`config.mk`:
```
export PLATFORM = sky130hd
export DESIGN_NAME = add_rr_arbiter
export DESIGN_NICKNAME = d
export VERILOG_FILES = /design/src/rtl/add_rr_arbiter.sv
export SDC_FILE = /design/constraint.sdc
export NUM_CORES = 1
export LEC_CHECK = 0
export ABC_AREA = 1
export BUFFER_PORTS_ARGS = -buffer_cell sky130_fd_sc_hd__buf_2
export CORE_ASPECT_RATIO = 0.7
export CORE_MARGIN = 2
export CORE_UTILIZATION = 50
export CTS_CLUSTER_SIZE = 20
export DETAILED_ROUTE_END_ITERATION = 6
export HOLD_SLACK_MARGIN = 0.03
export PLACE_DENSITY = 0.79
export SYNTH_ARGS = -nofsm -noshare
export SYNTH_HDL_FRONTEND = slang
export SYNTH_SLANG_ARGS = --single-unit
export TNS_END_PERCENT = 1
```
`constraint.sdc`:
```
create_clock -name clk -period 2.9 [get_ports clk]
set_input_delay 0 -clock clk [delete_from_list [all_inputs] [get_ports clk]]
set_output_delay 0 -clock clk [all_outputs]
set_load 0.02 [all_outputs]
```
`src/rtl/add_rr_arbiter.sv`:
```
// Shared registered W-bit adder with a round-robin arbiter over NREQ valid/ready requesters.
// Results carry the winning requester's ID and drain through a single-entry valid/ready register.
module add_rr_arbiter #(
   parameter int NREQ = 4,
   parameter int W = 8,
   localparam int IDW = $clog2(NREQ)
) (
   input  logic              clk,
   input  logic              rst_n,
   input  logic [NREQ-1:0]   req_valid,
   input  logic [NREQ*W-1:0] req_a,
   input  logic [NREQ*W-1:0] req_b,
   output logic [NREQ-1:0]   req_ready,
   output logic              res_valid,
   input  logic              res_ready,
   output logic [W-1:0]      res_sum,
   output logic              res_carry,
   output logic [IDW-1:0]    res_id,
   output logic [15:0]       op_count
);

   logic [IDW-1:0] ptr;
   logic [IDW-1:0] ptr_next;
   logic [IDW-1:0] winner;
   logic           found;
   logic           free;
   logic           transfer;
   logic [W-1:0]   a_sel;
   logic [W-1:0]   b_sel;
   logic [W:0]     sum_full;
   int             idx;

   // Scan from ptr upward with explicit wrap so NREQ need not be a power of two.
   // Grants are masked during reset so no requester sees a handshake it cannot complete.
   always_comb begin
      free = ~res_valid | res_ready;
      found = 1'b0;
      winner = '0;
      idx = 0;
      req_ready = '0;
      for (int k = 0; k < NREQ; k++) begin
         idx = int'(ptr) + k;
         if (idx >= NREQ) begin
            idx = idx - NREQ;
         end
         if (!found && req_valid[idx]) begin
            found = 1'b1;
            winner = IDW'(idx);
         end
      end
      transfer = rst_n & free & found;
      if (transfer) begin
         req_ready[winner] = 1'b1;
      end
   end

   always_comb begin
      a_sel = req_a[int'(winner)*W +: W];
      b_sel = req_b[int'(winner)*W +: W];
      sum_full = {1'b0, a_sel} + {1'b0, b_sel};
      ptr_next = (int'(winner) == NREQ - 1) ? '0 : winner + IDW'(1);
   end

   // A transfer refills the slot even while the old result drains in the same cycle.
   always_ff @(posedge clk) begin
      if (!rst_n) begin
         res_valid <= 1'b0;
         res_sum <= '0;
         res_carry <= 1'b0;
         res_id <= '0;
         op_count <= '0;
         ptr <= '0;
      end else if (transfer) begin
         {res_carry, res_sum} <= sum_full;
         res_id <= winner;
         res_valid <= 1'b1;
         op_count <= op_count + 16'd1;
         ptr <= ptr_next;
      end else if (res_ready) begin
         res_valid <= 1'b0;
      end
   end

endmodule

```
Word level (Yosys, flattened, before mapping)
Index checks and enable logic that the tools add are counted.
{ "totals": {"elab_cells": 71, "register_bits": 30} }
{ "classes": {"eq_ne": 1, "shift": 2, "order_cmp": 10, "bitwise_logic": 4, "n_reduce_logical": 8, "muxes": 30, "add_sub_neg": 10} }
{ "op_table": {"columns": ["operator", "n"], "rows": [
  ["$lt A32 B4 Y1 const B", 4],
  ["$mux W32", 4],
  ["$shiftx A32 B6 Y8", 2],
  ["$add A16 B1 Y16 const B", 1],
  ["$mux W1", 15],
  ["$sub A3 B3 Y4 const B", 3],
  ["$mux W2", 5],
  ["$add A8 B8 Y9", 1],
  ["$ge A3 B3 Y1 const B", 3],
  ["$bmux W1 S2", 4],
  ["$add A2 B2 Y3 const B", 2],
  ["$logic_and A1 B1 Y1", 4],
  ["$mux W4", 1],
  ["$sub A2 B3 Y4 const B", 1],
  ["$add A2 B1 Y3 const B", 1],
  ["$ge A2 B3 Y1 const B", 1],
  ["$logic_not A1 Y1", 3],
  ["$lt A2 B3 Y1 const B", 1],
  ["$add A2 B1 Y2 const B", 1],
  ["$and A1 B1 Y1", 2],
  ["$demux W1 S2", 1],
  ["$eq A2 B1 Y1 const B", 1],
  ["$ge A2 B1 Y1 const B", 1],
  ["$reduce_bool A2 Y1", 1],
  ["other kinds (2)", 2]
]} }

Depth between registers and ports, before layout
Gate-level depths: netlist of run 1.
{ "logic_depth": {"depth_word": 20, "mapped_depth": 22, "mapped_depth_nobuf": 21} }

Least setup slack after synthesis of run 1
Ideal clock, no wire load.
{ "synth_path": {"path_kind": "reg-to-reg", "start": "register ptr[0]", "end": "register res_carry", "stages_incl_launch_ff": 20, "setup_ps": 119, "arrival_ps": 2563, "slack_ps": 218, "required_ps": 2781, "cell_sequence": "dfxtp_1 -> buf_6 -> nand2_2 -> nand3_1 -> nand2_2 -> nor2_4 -> nand4_1 -> nand2_4 -> inv_4 -> buf_4 -> nand3_1 -> nand2_1 -> ha_1 -> fa_1 -> nand4_1 -> nand3_1 -> nand2_1 -> a21oi_1 -> o21ai_0 -> nand2_1"} }
{ "synth_between": {"elab_chain_cells": 17, "word_cells_on_any_way": 45, "cone_classes": "add/sub (8); order compare (4); shift (2); mux (24); bitwise (1); reduce/logical (6)"} }
{ "synth_lines": {"columns": ["element", "line_no", "rtl"], "rows": [
  ["from (decl)", "22", "logic [IDW-1:0] ptr;"],
  ["from (signal assigned)", "78", "ptr <= ptr_next;"],
  ["branches (longest 14 deep; another with $sub A3 B3 Y4)", null, null],
  ["$mux W2 *", "46", "if (!found && req_valid[idx]) begin"],
  ["net winner[1]", "24", "logic [IDW-1:0] winner;"],
  ["$shiftx A32 B6 Y8 (on tied branches)", "58, 59", null],
  ["$add A8 B8 Y9 *", "60", "sum_full = {1'b0, a_sel} + {1'b0, b_sel};"],
  ["to (signal assigned)", "74", "{res_carry, res_sum} <= sum_full;"],
  ["to (decl)", "17", "output logic res_carry,"]
]} }
Mark *: on every way through the listed nets, which the timed path passes. The select of a mux whose other input is x is not followed.
A chain may end at the register's enable or synchronous reset.

Final worst setup path of run 1
{ "layout_path": {"start": "register ptr[0]", "end": "register res_sum[7]"} }
{ "layout_between": {"elab_chain_cells": 17, "word_cells_on_any_way": 45, "cone_classes": "add/sub (8); order compare (4); shift (2); mux (24); bitwise (1); reduce/logical (6)"} }
{ "layout_lines": {"columns": ["element", "line_no", "rtl"], "rows": [
  ["branches (longest 17 deep; another with $sub A3 B3 Y4)", null, null],
  ["to (signal assigned)", "74", null],
  ["to (decl)", "16", "output logic [W-1:0] res_sum,"]
]} }
Parallel ways; which one is timed is not known. The select of a mux whose other input is x is not followed.

==> impl_metrics.csv, run 1 <==
group,metric,value,unit
global_routing,grt_pass1_vias,2904,
worst_setup_path,worstSetupEndpoint,"res_sum[7]$_SDFFE_PN0P_",
logic_synthesis,async_reset_ff_share,0,%
placed_design,globalplace.congestion,0.9350,
worst_setup_path,endpoint_kind,"flip-flop",
cts,cts_buffer_depth,2,
worst_setup_path,cp.required,3.09,ns
worst_setup_path,critical_path_class,"flip-flop to flip-flop",
global_routing,grtUsageTotal,23.61,%
logic_synthesis,ys_warn_count,0,
sta,slew_headroom,56.61,%
floorplan,die_area,6388,um^2
worst_setup_path,cp_slowest_cell,"dfxtp_4",
sta,drv_slew,0,
sta,hold_viol_final,0,
sta,worst_slack,0.1048,ns
floorplan,rows,23,
logic_synthesis,syn_area,2878,um^2
status,status,"finished, final reports clean",
pwr,leakage,0.002006,uW
placed_design,dpl.hpwl,5789,um
worst_setup_path,cp.arrival,2.98,ns
worst_setup_path,r2r_start,"ptr[0]$_SDFFE_PN0P_",
job,maxCapViolations,0,
global_routing,gr-total-overflow,0,
worst_setup_path,cp_max_fo,16,
sta,period_needed,2.795,ns
global_routing,antenna_found_initial,0,
global_routing,grt_pass1_wl,12300,um
hold_path,min_path_cells,4,
placed_design,portBuffers,102,
pwr,power,5642,uW
layout,final_cell_mix,"nand2_1 (132), buf_2 (102), inv_1 (77)",
sta,fin_setup_tns,0,ns
worst_setup_path,r2r_setup_slack,0.10,ns
route,drc,0,
layout,areaGrowthSynthToFinish,29.78,%
cts,numCtsBuffers,5,
hold_path,hold_class,"input port to flip-flop",
worst_setup_path,path_cells,"buf_4 > nand2_1 > nand2_1 > nand2_2 > nand2_2 > nor2_4 > nand3_4 > nand2_4 > buf_6 > clkbuf_16 > nand3b_1 > nand3_1 > nand2_2 > ha_4 > a21o_1 > a31oi_1 > nand2_1 > xor2_1 > nand2_1 > nand2_1 > inv_1",
logic_synthesis,synth_seq_cells,30,
logic_synthesis,syn-instance-count,472,
logic_synthesis,yosysUniqueCellTypes,29,
worst_setup_path,path_buf_inv,4,
sta,finalCritPeriodShare,96.39,%
worst_setup_path,r2r-end,"res_sum[7]$_SDFFE_PN0P_",
route,vias_per_cell,5.072,
layout,layout_commonest_cell,"nand2_1",
worst_setup_path,critPathMostFrequentCell,"nand2_1",
floorplan,pin_count,103,
worst_setup_path,critPathLaunch,"ptr[0]$_SDFFE_PN0P_",
logic_synthesis,yosysSeqAreaShare,20.87,%
worst_setup_path,start_kind,"flip-flop",
cts,cts_tree,"yes",
pwr,p_per_area,1511,nW/um^2
sta,finClkSkew,0.003129,ns
cts,h-tree-depth,2,
route,routed_wl,7792,um
sta,tightestPinTransition,0.6501,ns
sta,max_freq,357.8,MHz
route,wl_per_cell,11.90,um
pwr,vdd_drop_max,0.8765,mV
route,num_vias,3322,
worst_setup_path,crit_family,"simple AND/OR/NAND/NOR gates",
route,drtIter0Drc,229,
cts,cts_root_buf,"clkbuf_8",
layout,final_nets,664,
worst_setup_path,cp.depth,21,
logic_synthesis,synth_fp_nets,557,
logic_synthesis,ys.flop_type,"dfxtp_1",
placed_design,pre_cts_ws,-0.07794,ns
cts,path_clk_slew,0.06,ns
sta,setup_viol,0,
logic_synthesis,avgSynthCellArea,6.097,um^2
logic_synthesis,synth_edf_count,0,
route,first_pass_iters,5,
floorplan,core,5640,um^2
sta,rsz0062_at_grt,"yes",
layout,utilization,66.22,%
floorplan,start_util,51.02,%
worst_setup_path,crit_path_max_incr_delay,0.37,ns
route,ant_nets,0,
floorplan,die_x,94.68,um
worst_setup_path,worstRegToRegCells,21,
cts,cts_sinks,30,
layout,num_antenna_cells,0,
cts,holdBufCountCts,0,
global_routing,grt_max_degree,33,
floorplan,chipHeight,67.48,um
cts,insertion_delay,0.28,ns
layout,drive_above_1_share,29.83,%
-- what timing repair did --
item / in CTS / in global routing
gates cloned: 0 / 1
pin swaps: 0 / 10
endpoints found under the setup margin: 3 / 6
resized for setup: 1 / 31
buffers inserted: 0 / 4
-- final cells by class --
type                    count  area (um^2)
multi-input cells         341         1937
fillers                   513         1906
repair buffers            120        695.7
flip-flops and latches     30        605.6
inverters                  81        311.5
well taps                  75        93.84
clock buffers               7        86.33
clock inverters             1        5.005
-- report_power, final --
group | leakage, uW | total (uW) | internal (uW) | switching [uW]
Clock | 0.0000482 | 350 | 191 | 159
Combinational | 0.00171 | 4690 | 2080 | 2620
Sequential | 0.000247 | 598 | 520 | 78.3
Total | 0.00201 | 5640 | 2790 | 2850
-- stage by stage --
step	instances	hold WS (ns)	cell area [um^2]
6_report	655	0.06616	3735
3_3_place_gp	642	0.3534	3450
2_1_floorplan	472	0.1384	2878
3_5_place_dp	642	0.3604	3450
4_1_cts	650	0.06293	3542
5_1_grt	655	0.1324	3735
-- Yosys cell counts (all sizes together), types with 2 or more instances --
| library cell | count | area share, % |
|---|---|---|
| xnor2 | 5 | 1.5 |
| a31oi | 2 | 0.43 |
| inv | 81 | 11 |
| nand4 | 3 | 0.65 |
| nor3 | 8 | 1.4 |
| o21ai | 13 | 2.3 |
| nand3b | 17 | 4.4 |
| nor2 | 20 | 2.9 |
| xor2 | 13 | 4.0 |
| nand2 | 149 | 21 |
| clkbuf | 2 | 0.26 |
| dfxtp | 30 | 21 |
| nand3 | 75 | 13 |
| buf | 18 | 5.1 |
| a21o | 2 | 0.52 |
| ha | 13 | 5.7 |
| a21oi | 20 | 4.7 |
-- tightest hold or removal path, delay by kind of cell --
kind	cells	cell delay (ns)
buffers and inverters	2	0.11
AOI/OAI and AO/OA	1	0.15
and+or+nand+nor	1	0.04
-- registers in the layout, indices dropped and copies added, names as in the netlist --
| name | flops |
|---|---|
| res_valid | 1 |
| op_count | 16 |
| res_carry | 1 |
| res_sum | 8 |
| res_id | 2 |
| ptr | 2 |
-- metal layers --
| metal | global-route usage, % | wire, um | vias up |
|---|---|---|---|
| met4 | 7.971 | 150 | 0 |
| met3 | 4.576 | 576 | 19 |
| met2 | 39.27 | 3576 | 141 |
| met5 | 0 | 0 | - |
| met1 | 30.91 | 3487 | 1468 |
| li1 | - | - | 1694 |
-- worst min-delay path by stage --
stage               from                        to  slack (ns)
6_report       res_ready    res_valid$_SDFFE_PN0P_        0.07
5_1_grt            rst_n  op_count[2]$_SDFFE_PN0P_        0.13
4_1_cts        res_ready    res_valid$_SDFFE_PN0P_        0.06
3_5_place_dp   res_ready    res_valid$_SDFFE_PN0P_        0.36
3_3_place_gp   res_ready    res_valid$_SDFFE_PN0P_        0.35
2_1_floorplan      rst_n  op_count[2]$_SDFFE_PN0P_        0.14
-- cells by family (layout without fill, tap and decap cells) --
group | count (synthesis) | count (layout) | synth area share [%]
adders and majority gates | 14 | 14 | 6.348
and+or+nand+nor | 272 | 272 | 43.39
DFF | 30 | 30 | 20.87
AOI/OAI and AO/OA | 37 | 37 | 7.869
xor gates and xnor gates | 18 | 18 | 5.478
buffers and inverters | 101 | 209 | 16.04
Note: power is estimated with default switching activity, not from simulation.
==> inputs of run 2 (changes only) <==
--- a/config.mk
+++ b/config.mk
@@ -6,6 +6,7 @@
 export NUM_CORES = 1
 export LEC_CHECK = 0
 export ABC_AREA = 1
+export ABC_CLOCK_PERIOD_IN_PS = 2900
 export BUFFER_PORTS_ARGS = -buffer_cell sky130_fd_sc_hd__buf_2
 export CORE_ASPECT_RATIO = 0.7
 export CORE_MARGIN = 2
@@ -13,7 +14,7 @@
 export CTS_CLUSTER_SIZE = 20
 export DETAILED_ROUTE_END_ITERATION = 6
 export HOLD_SLACK_MARGIN = 0.03
-export PLACE_DENSITY = 0.79
+export PLACE_DENSITY_LB_ADDON = 0.12
 export SYNTH_ARGS = -nofsm -noshare
 export SYNTH_HDL_FRONTEND = slang
 export SYNTH_SLANG_ARGS = --single-unit
==> run 2 against run 1 <==
  * Sequential cell count stayed put
  * Routed wire length is 13% higher
  * Final area is 7.8% higher
  * Via count is 3.9% higher
  * Core utilization is 5.2 points higher
  * Die area stayed put
  * Register-to-register slack worse by 0.06 ns
  * Sequential power is 0.7% higher
  * Worst hold slack better by 0.0086 ns
  * Critical path depth is 2 lower
==> impl_metrics.csv, run 2 (synthesis results as in run 1) <==
group,metric,value,unit
status,status,"finished, final reports clean",
cts,cts_tree,"yes",
route,first_pass_iters,5,
sta,fin_setup_tns,0,ns
sta,tightestPinTransition,0.7079,ns
placed_design,portBuffers,102,
global_routing,grt_max_degree,33,
route,routed_wl,8842,um
layout,largest_reg_flops,16,
sta,drv_slew,0,
placed_design,placed_cells,641,
cts,insertion_delay,0.28,ns
cts,cts_root_buf,"clkbuf_8",
route,num_vias,3450,
layout,final_cell_mix,"nand2_1 (119), buf_2 (102), inv_1 (77)",
layout,drive_above_1_share,35.02,%
job,maxCapViolations,0,
floorplan,chipHeight,67.48,um
floorplan,core,5640,um^2
layout,largestRegisters,"op_count (16), res_sum (8)",
floorplan,pin_count,103,
cts,cts_buffer_depth,2,
cts,h-tree-depth,2,
sta,finalCritPeriodShare,98.39,%
route,drtIter0Drc,190,
layout,final_cells,669,
pwr,vdd_drop_max,0.9308,mV
layout,largest_register,"op_count",
worst_setup_path,cp_max_fo,15,
global_routing,grtUsageTotal,24.82,%
sta,period_needed,2.853,ns
layout,num_antenna_cells,0,
sta,slew_headroom,52.76,%
route,vias_per_cell,5.157,
worst_setup_path,cp.arrival,3.06,ns
sta,finClkSkew,0.005398,ns
pwr,leakage,0.002134,uW
worst_setup_path,critical_path_class,"flip-flop to flip-flop",
placed_design,pre_cts_ws,-0.08342,ns
worst_setup_path,path_cells,"buf_6 > nand2_4 > nand2_4 > nand2_2 > nand2_2 > nor2_2 > nor2_4 > nand2_8 > buf_12 > clkbuf_16 > nand3b_1 > nand3_1 > nand2_1 > ha_2 > a21o_1 > a31oi_2 > xnor2_1 > nand2_1 > a21oi_2",
pwr,power,6457,uW
placed_design,globalplace.congestion,0.8874,
layout,final_nets,678,
floorplan,die_x,94.68,um
global_routing,gr-total-overflow,0,
worst_setup_path,cp.required,3.11,ns
pwr,p_per_area,1604,nW/um^2
layout,fillerInstances,498,
cts,numCtsBuffers,5,
worst_setup_path,crit_path_max_incr_delay,0.40,ns
worst_setup_path,start_kind,"flip-flop",
floorplan,die_area,6388,um^2
floorplan,start_util,51.02,%
route,drc,0,
global_routing,antenna_found_initial,0,
sta,worst_slack,0.04668,ns
placed_design,placed_cell_area,3442,um^2
sta,setup_viol,0,
sta,max_freq,350.5,MHz
worst_setup_path,endpoint_kind,"flip-flop",
global_routing,grt_pass1_wl,12820,um
floorplan,rows,23,
hold_path,hold_class,"input port to flip-flop",
layout,final_cell_area,4026,um^2
placed_design,dpl.hpwl,5923,um
worst_setup_path,cp_slowest_cell,"dfxtp_4",
route,wl_per_cell,13.22,um
cts,cts_sinks,30,
layout,areaGrowthSynthToFinish,39.91,%
route,ant_nets,0,
sta,hold_viol_final,0,
cts,path_clk_slew,0.07,ns
layout,layout_commonest_cell,"nand2_1",
global_routing,grt_pass1_vias,2902,
sta,rsz0062_at_grt,"yes",
## run 2: changes by cell type in the layout (fill, tap and decap cells not counted), sizes merged
cell    previous run  this run
buf              119       131
nand2            149       150
clkbuf             8         7
bufinv             0         1
clkinv             1         2
## run 2: area by class of cell
type / instances / area (um^2) / share of cell area, %
timing repair buffer: 133 / 838.3 / 20.82
tap: 75 / 93.84 / 2.331
multi-input combinational: 342 / 2061 / 51.18
sequential: 30 / 608.1 / 15.10
clock buffer: 5 / 68.82 / 1.709
clock inverter: 3 / 40.04 / 0.9944
inverter: 81 / 316.6 / 7.862
## run 2: layer usage
metal | up-vias | track usage, % | share of wire, %
li1 | 1726 | - | -
met1 | 1561 | 35.25 | 47
met2 | 145 | 39.80 | 44
met3 | 18 | 5.246 | 7.2
met4 | 0 | 3.442 | 1.6
met5 | - | 0 | 0
## run 2: critical path, delay by kind of cell (launching register included)
kind	cells	cell delay, ns
and+or+nand+nor	11	0.99
AOI/OAI and AO/OA	3	0.49
buffers and inverters	3	0.45
DFF	1	0.40
adders and majority gates	1	0.30
xor gates and xnor gates	1	0.16
## run 2: where the power goes
group	internal, uW	leakage [uW]	total [uW]	switching [uW]
Combinational	2470	0.00183	5440	2970
Sequential	521	0.000247	602	80.7
Clock	252	0.0000579	414	161
## run 2: final timing paths
path,end,slack [ns],depth (start not counted),startpoint
worst min-delay path,res_valid$_SDFFE_PN0P_,0.07,4,res_ready
worst max-delay path,res_sum[4]$_SDFFE_PN0P_,0.05,19,ptr[0]$_SDFFE_PN0P_
worst min register to register,res_sum[5]$_SDFFE_PN0P_,0.48,2,res_sum[5]$_SDFFE_PN0P_
worst max register to register,res_sum[4]$_SDFFE_PN0P_,0.05,19,ptr[0]$_SDFFE_PN0P_
## run 2: repair_timing
item / CTS / global route
pin swaps: 0 / 28
hold buffers: 0 / 0
setup endpoints to repair: 3 / 5
setup buffers: 0 / 17
cloned: 0 / 3
gates resized for setup: 3 / 65
## run 2: stage by stage
| stage | util (%) | hold WS [ns] |
|---|---|---|
| floorplan | - | 0.1384 |
| global route | 71.38 | 0.1287 |
| CTS | 63.04 | 0.07079 |
| detailed placement | 61.02 | 0.3667 |
| global placement | 61.02 | 0.3528 |
| finish | 71.38 | 0.07472 |
